===== src/rtl/uart_tx_sched_if.sv =====
// Bundle of message-source and uart_tx-side signals for uart_tx_sched.
// The master side drives the requests and tx_busy. The slave side is the scheduler.
interface uart_tx_sched_if #(
  parameter int N_REQ   = 3,
  parameter int MAX_LEN = 8,
  parameter int LEN_W   = 4
);
  logic [N_REQ-1:0]           req;
  logic [N_REQ*LEN_W-1:0]     req_len;
  logic [N_REQ*MAX_LEN*8-1:0] req_data;
  logic [N_REQ-1:0]           grant;
  logic [N_REQ-1:0]           done;
  logic [7:0]                 tx_data;
  logic                       tx_valid;
  logic                       tx_busy;

  modport master (output req, req_len, req_data, tx_busy,
                  input  grant, done, tx_data, tx_valid);
  modport slave  (input  req, req_len, req_data, tx_busy,
                  output grant, done, tx_data, tx_valid);
endinterface


===== src/rtl/uart_tx_sched.sv =====
// Round-robin scheduler that streams one source's byte string at a time into uart_tx.
// Optional macro UART_SCHED_CRLF_EN appends 0x0D 0x0A to every message.
module uart_tx_sched #(
  parameter int N_REQ   = 3,
  parameter int MAX_LEN = 8,
  parameter int LEN_W   = 4
) (
  input logic           clk,
  input logic           rst_n,
  uart_tx_sched_if.slave bus
);
  localparam int PTR_W = (N_REQ > 1) ? $clog2(N_REQ) : 1;

`ifdef UART_SCHED_CRLF_EN
  typedef enum logic [2:0] {IDLE, SEND, WAIT_BUSY, WAIT_IDLE, CR, LF, DONE} state_t;
  localparam logic [1:0] PH_DATA = 2'd0, PH_CR = 2'd1, PH_LF = 2'd2;
  logic [1:0] phase_q;
`else
  typedef enum logic [2:0] {IDLE, SEND, WAIT_BUSY, WAIT_IDLE, DONE} state_t;
`endif

  state_t                 state_q;
  logic [PTR_W-1:0]       ptr_q;
  logic [LEN_W-1:0]       idx_q, len_q;
  logic [MAX_LEN*8-1:0]   buf_q;
  logic [N_REQ-1:0]       grant_q, done_q;
  logic [7:0]             tx_data_q;
  logic                   tx_valid_q;

  assign bus.grant    = grant_q;
  assign bus.done     = done_q;
  assign bus.tx_data  = tx_data_q;
  assign bus.tx_valid = tx_valid_q;

  // Winner search: sources above the pointer first, then wrap to those at or below it.
  logic                 win_vld;
  logic [PTR_W-1:0]     win;
  logic [LEN_W-1:0]     win_len_raw, win_len;
  logic [MAX_LEN*8-1:0] win_data;
  always_comb begin
    win_vld     = 1'b0;
    win         = '0;
    win_len_raw = '0;
    win_data    = '0;
    for (int i = 0; i < N_REQ; i++) begin
      if (!win_vld && bus.req[i] && (i > int'(ptr_q))) begin
        win_vld     = 1'b1;
        win         = PTR_W'(i);
        win_len_raw = bus.req_len[i*LEN_W +: LEN_W];
        win_data    = bus.req_data[i*MAX_LEN*8 +: MAX_LEN*8];
      end
    end
    for (int i = 0; i < N_REQ; i++) begin
      if (!win_vld && bus.req[i] && (i <= int'(ptr_q))) begin
        win_vld     = 1'b1;
        win         = PTR_W'(i);
        win_len_raw = bus.req_len[i*LEN_W +: LEN_W];
        win_data    = bus.req_data[i*MAX_LEN*8 +: MAX_LEN*8];
      end
    end
    win_len = (win_len_raw > LEN_W'(MAX_LEN)) ? LEN_W'(MAX_LEN) : win_len_raw;
  end

  logic [7:0] cur_byte;
  always_comb begin
    cur_byte = 8'h00;
    for (int j = 0; j < MAX_LEN; j++)
      if (int'(idx_q) == j) cur_byte = buf_q[j*8 +: 8];
  end

  logic last_byte;
  assign last_byte = (idx_q + LEN_W'(1)) == len_q;

  always_ff @(posedge clk or negedge rst_n) begin
    if (!rst_n) begin
      state_q    <= IDLE;
      ptr_q      <= PTR_W'(N_REQ-1);
      idx_q      <= '0;
      len_q      <= '0;
      buf_q      <= '0;
      grant_q    <= '0;
      done_q     <= '0;
      tx_data_q  <= 8'h00;
      tx_valid_q <= 1'b0;
`ifdef UART_SCHED_CRLF_EN
      phase_q    <= PH_DATA;
`endif
    end else begin
      tx_valid_q <= 1'b0;
      done_q     <= '0;
      case (state_q)
        IDLE: if (win_vld) begin
          grant_q <= N_REQ'(1) << win;
          ptr_q   <= win;
          idx_q   <= '0;
          len_q   <= win_len;
          buf_q   <= win_data;
`ifdef UART_SCHED_CRLF_EN
          phase_q <= PH_DATA;
          state_q <= (win_len == '0) ? CR : SEND;
`else
          state_q <= (win_len == '0) ? DONE : SEND;
`endif
        end
        SEND: if (!bus.tx_busy) begin
          tx_data_q  <= cur_byte;
          tx_valid_q <= 1'b1;
          state_q    <= WAIT_BUSY;
        end
        WAIT_BUSY: if (bus.tx_busy) state_q <= WAIT_IDLE;
        WAIT_IDLE: if (!bus.tx_busy) begin
`ifdef UART_SCHED_CRLF_EN
          case (phase_q)
            PH_DATA: begin
              idx_q   <= idx_q + LEN_W'(1);
              state_q <= last_byte ? CR : SEND;
            end
            PH_CR:   state_q <= LF;
            default: state_q <= DONE;
          endcase
`else
          idx_q   <= idx_q + LEN_W'(1);
          state_q <= last_byte ? DONE : SEND;
`endif
        end
`ifdef UART_SCHED_CRLF_EN
        CR: if (!bus.tx_busy) begin
          tx_data_q  <= 8'h0D;
          tx_valid_q <= 1'b1;
          phase_q    <= PH_CR;
          state_q    <= WAIT_BUSY;
        end
        LF: if (!bus.tx_busy) begin
          tx_data_q  <= 8'h0A;
          tx_valid_q <= 1'b1;
          phase_q    <= PH_LF;
          state_q    <= WAIT_BUSY;
        end
`endif
        // done takes over the grant bit, so the two never overlap.
        DONE: begin
          done_q  <= grant_q;
          grant_q <= '0;
          state_q <= IDLE;
        end
        default: state_q <= IDLE;
      endcase
    end
  end
endmodule


===== src/flat_wrapper.sv =====
// flat-port wrapper written by rule: the top's interface ports become plain ports
module uart_tx_sched_flat 
#(
  parameter int N_REQ   = 3,
  parameter int MAX_LEN = 8,
  parameter int LEN_W   = 4
)
  (clk, rst_n, bus_req, bus_req_len, bus_req_data, bus_tx_busy, bus_grant, bus_done, bus_tx_data, bus_tx_valid);
  uart_tx_sched_if #(.N_REQ(N_REQ), .MAX_LEN(MAX_LEN), .LEN_W(LEN_W)) bus_i ();
  input logic clk;
  input logic rst_n;
  input wire logic [$bits(bus_i.req)-1:0] bus_req;
  input wire logic [$bits(bus_i.req_len)-1:0] bus_req_len;
  input wire logic [$bits(bus_i.req_data)-1:0] bus_req_data;
  input wire logic [$bits(bus_i.tx_busy)-1:0] bus_tx_busy;
  output wire logic [$bits(bus_i.grant)-1:0] bus_grant;
  output wire logic [$bits(bus_i.done)-1:0] bus_done;
  output wire logic [$bits(bus_i.tx_data)-1:0] bus_tx_data;
  output wire logic [$bits(bus_i.tx_valid)-1:0] bus_tx_valid;
  assign bus_i.req = bus_req;
  assign bus_i.req_len = bus_req_len;
  assign bus_i.req_data = bus_req_data;
  assign bus_i.tx_busy = bus_tx_busy;
  assign bus_grant = bus_i.grant;
  assign bus_done = bus_i.done;
  assign bus_tx_data = bus_i.tx_data;
  assign bus_tx_valid = bus_i.tx_valid;
  uart_tx_sched #(.N_REQ(N_REQ), .MAX_LEN(MAX_LEN), .LEN_W(LEN_W)) u_core (.clk(clk), .rst_n(rst_n), .bus(bus_i));
endmodule

===== config.mk =====
export PLATFORM = sky130hd
export DESIGN_NAME = uart_tx_sched_flat
export DESIGN_NICKNAME = d
export VERILOG_FILES = /design/src/rtl/uart_tx_sched_if.sv /design/src/rtl/uart_tx_sched.sv /design/src/flat_wrapper.sv
export SDC_FILE = /design/constraint.sdc
export NUM_CORES = 1
export LEC_CHECK = 0
export ABC_AREA = 1
export CORE_ASPECT_RATIO = 1.4
export CORE_MARGIN = 2
export CORE_UTILIZATION = 42
export DETAILED_ROUTE_END_ITERATION = 10
export GPL_TIMING_DRIVEN = 0
export PLACE_DENSITY = 0.82
export SLEW_MARGIN = 5
export SYNTH_ARGS = -nofsm -noshare
export SYNTH_HDL_FRONTEND = slang
export SYNTH_SLANG_ARGS = --single-unit

===== constraint.sdc =====
create_clock -name clk -period 2.35 [get_ports clk]
set_clock_uncertainty 0.15 [all_clocks]
set_input_delay 0.705 -clock clk [delete_from_list [all_inputs] [get_ports clk]]
set_output_delay 0.705 -clock clk [all_outputs]
set_load 0.02 [all_outputs]

==> out/results.ini, run 1 <==
[status]
status = complete, no violations

[clock_network]
htree_levels = 3
clk_pin_slew_worst_paths_ns = 0.06
numCtsBuffers = 9
cts_tree = yes
clock-sinks = 92
clk_latency_ns = 0.34
cts_root_buffer = clkbuf_16
cts_hold_buf = 0
cts_max_path_buffers = 2

[setup_path]
reg2regPathDepth = 12
cp-start-kind = input pin
path_max_fanout = 10
critPathKind = input pin to flip-flop
crit_required_ns = 2.41
r2r_start = u_core.idx_q[1]
crit_path_end_kind = flip-flop
rr_endpoint = u_core.bus.tx_data[3]
arrival_ns = 2.35
reg2reg_slack_ns = 0.24

[placement]
preCtsSetupSlack_ns = -0.490
gp_congestion = 0.932
port_buffers = 224
post-dp-hpwl_um = 14300

[routing]
drtIter0Drc = 276
drcViolationCount = 0
wire_per_inst_um = 17.0
antenna_left = 0
dr.pass1.iters = 5
routed-via-count = 5812
routed_wl_um = 18500
via_per_inst = 5.33

[sta]
setup_viol = 0
fin_ws_ns = 0.0566
drv_slew = 0
tightest_slew_ns = 0.638
rsz0062_at_grt = yes
post-route-period-util_pct = 97.6
timing.fmax_mhz = 436
hold_viol = 0
max_slew_margin_pct = 57.5
finalSetupTns_ns = 0
whs_ns = 0.226
period_needed_ns = 2.29

[yosys]
seq_area_frac_synth_pct = 43.7
synth_edf_count = 0
synth_area_per_cell_um2 = 7.54
synth_top_family_by_area = simple AND/OR/NAND/NOR gates
synthXorXnorAreaFrac_pct = 0.498
synth_common_cells = nand2_1 (198), nor2_1 (106), dfrtp_1 (91), a21oi_1 (68), a221oi_1 (57)
yosysUniqueCellTypes = 30
synth_simple_gate_area_share_pct = 28.5
synth_warnings = 0
synth_flop_cell = dfrtp_1
synth.most_common_cell = nand2_1
synthMuxAreaShare_pct = 0
synth_top_area_share_pct = 43.2
ys_top_cells_by_area = dfrtp_1 (43%), nand2_1 (14%), a221oi_1 (9.5%)
synth_cells = 699
synth-compound-area-share_pct = 18.8
async_flop_share_pct = 100
synth_area_um2 = 5270
synth.net_count = 913
synth_fa_ha_area_share_pct = 0.949
synth_seq_cells = 92
synth_top_area_cell = dfrtp_1

[layout]
fill_cells = 1021
nets = 1150
area_growth_pct = 58.0
antenna-diode-count = 0
drive_above_1_share_pct = 10.9

[grt]
antenna_found_initial = 0
grt_max_degree = 50
grt_pass1_vias = 5892
grt-ovfl-total = 0
grt_pass1_wl_um = 28600
track_usage_pct = 27.0

[die]
chipHeight_um = 137
pin_count = 225
core_area_um2 = 12300
start_util_pct = 42.8
rows = 48
die_area_um2 = 13500
die_x_um = 98.7

[pwr]
power-per-cell-area_nw_per_um2 = 1150
power_mw = 9.60
ir_worst_vdd_v = 0.000599
leakage_nw = 3.60

[job]
max_cap_violations = 0

[worst_hold_path]
min_path_type = input pin to async pin

==> layout make-up <==
class	count	area (um2)	area share [%]
buffer	39	262	3.14
clock buffer	12	267	3.20
clock inverter	4	70.1	0.841
inverter	47	183	2.19
multi-input combinational	521	2790	33.4
sequential	92	2300	27.7
tap	150	188	2.25
timing repair buffer	226	2270	27.3
==> worst max-delay path by stage <==
stage                     cells past startpoint  slack [ns]               end  startpoint
after floorplan                               8        0.45  u_core.buf_q[10]  bus_req[2]
after global placement                        1       -3.00  u_core.buf_q[61]       rst_n
after detailed placement                      8       -0.49  u_core.buf_q[27]  bus_req[2]
after CTS                                     8       0.009   u_core.buf_q[6]  bus_req[1]
after global routing                          8       -0.03  u_core.buf_q[26]  bus_req[1]
final                                         8        0.06  u_core.buf_q[55]  bus_req[1]
==> routing by layer <==
metal  wire length, um  track usage (%)  vias to the layer above  share of wire (%)
met5                 0                0                        -                  0
met1              7360             32.6                     2696                 40
met2              9640             47.8                      220                 52
met4               541             10.9                        0                2.9
li1                  -                -                     2861                  -
met3               978             4.75                       35                5.3
==> kinds of logic (layout without fill, tap and decap cells) <==
family | after synthesis | after routing
XOR/XNOR | 3 | 3
AO/OA/AOI/OAI | 148 | 148
buffers and inverters | 86 | 328
AND/OR/NAND/NOR | 366 | 366
flip-flops | 92 | 92
adder cells (fa/ha/maj) | 4 | 4
==> cells in the final DEF (no fill, tap or decap), types with 2 or more instances in the layout <==
master           Yosys  layout
clkbuf_1             9       4
nor2_2               4       4
inv_2                5       4
a221oi_1            57      30
clkbuf_16            0       9
dfrtp_1             91      91
a221oi_2             0      25
ha_1                 4       4
a21oi_1             68      68
inv_1               41      41
a221oi_4             0       2
buf_6                5       5
clkinv_2             0       2
o21ai_0              8       7
nand4_1             12      12
nor2_4               1       2
xor2_1               3       3
o22ai_1              3       3
clkbuf_4             0       6
nor2_1             106     105
clkbuf_8             0       3
nand2_1            198     195
clkdlybuf4s50_1      0     222
bufinv_16            0       2
buf_4                4       8
clkbuf_2             0       3
a32oi_1              7       7
o21ai_1              4       5
nand2_2              3       5
nor3_1               2       2
nand3_1             36      36
buf_2               21      14
==> critical path, cell delays in order <==
cell	delay (ns)
clkdlybuf4s50_1	0.53
inv_1	0.08
nand4_1	0.13
nand2_4	0.10
buf_6	0.16
buf_4	0.20
a221oi_1	0.33
a21oi_1	0.11
==> what timing repair did <==
action                                  4_1_cts  5_1_grt
resized for setup                             8       55
cloned                                        0        0
endpoints found under the setup margin       50       67
pin swaps                                     0        2
setup buffers                                 0        1
==> sequential cells by signal, summed over array words and instances, names as in the netlist <==
signal	cells
u_core.state_q	3
u_core.bus.tx_data	8
u_core.idx_q	4
u_core.bus.grant	3
u_core.ptr_q	2
u_core.bus.tx_valid	1
u_core.len_q	4
u_core.buf_q	64
u_core.bus.done	3
==> metrics by stage <==
stage / std cells / area [um2] / utilization [%]
detailed placement: 1074 / 7730 / 62.8
finish: 1091 / 8330 / 67.7
floorplan: 699 / 5270 / -
CTS: 1090 / 8090 / 65.7
global route: 1091 / 8330 / 67.7
global placement: 1073 / 7700 / 62.6
==> where the power goes <==
group / internal, mW / switching (mW)
logic: 2.07 / 3.05
clock network: 1.02 / 0.591
registers: 2.37 / 0.511
Power figures use the tool's default switching activity.
==> run 2, diff against run 1 <==
--- a/config.mk
+++ b/config.mk
@@ -9,6 +9,7 @@
 export CORE_ASPECT_RATIO = 1.4
 export CORE_MARGIN = 2
 export CORE_UTILIZATION = 42
+export CTS_CLUSTER_DIAMETER = 60
 export DETAILED_ROUTE_END_ITERATION = 10
 export GPL_TIMING_DRIVEN = 0
 export PLACE_DENSITY = 0.82
==> results of run 2 <==
No change in the layout: final DEF, timing and power equal those of run 1.
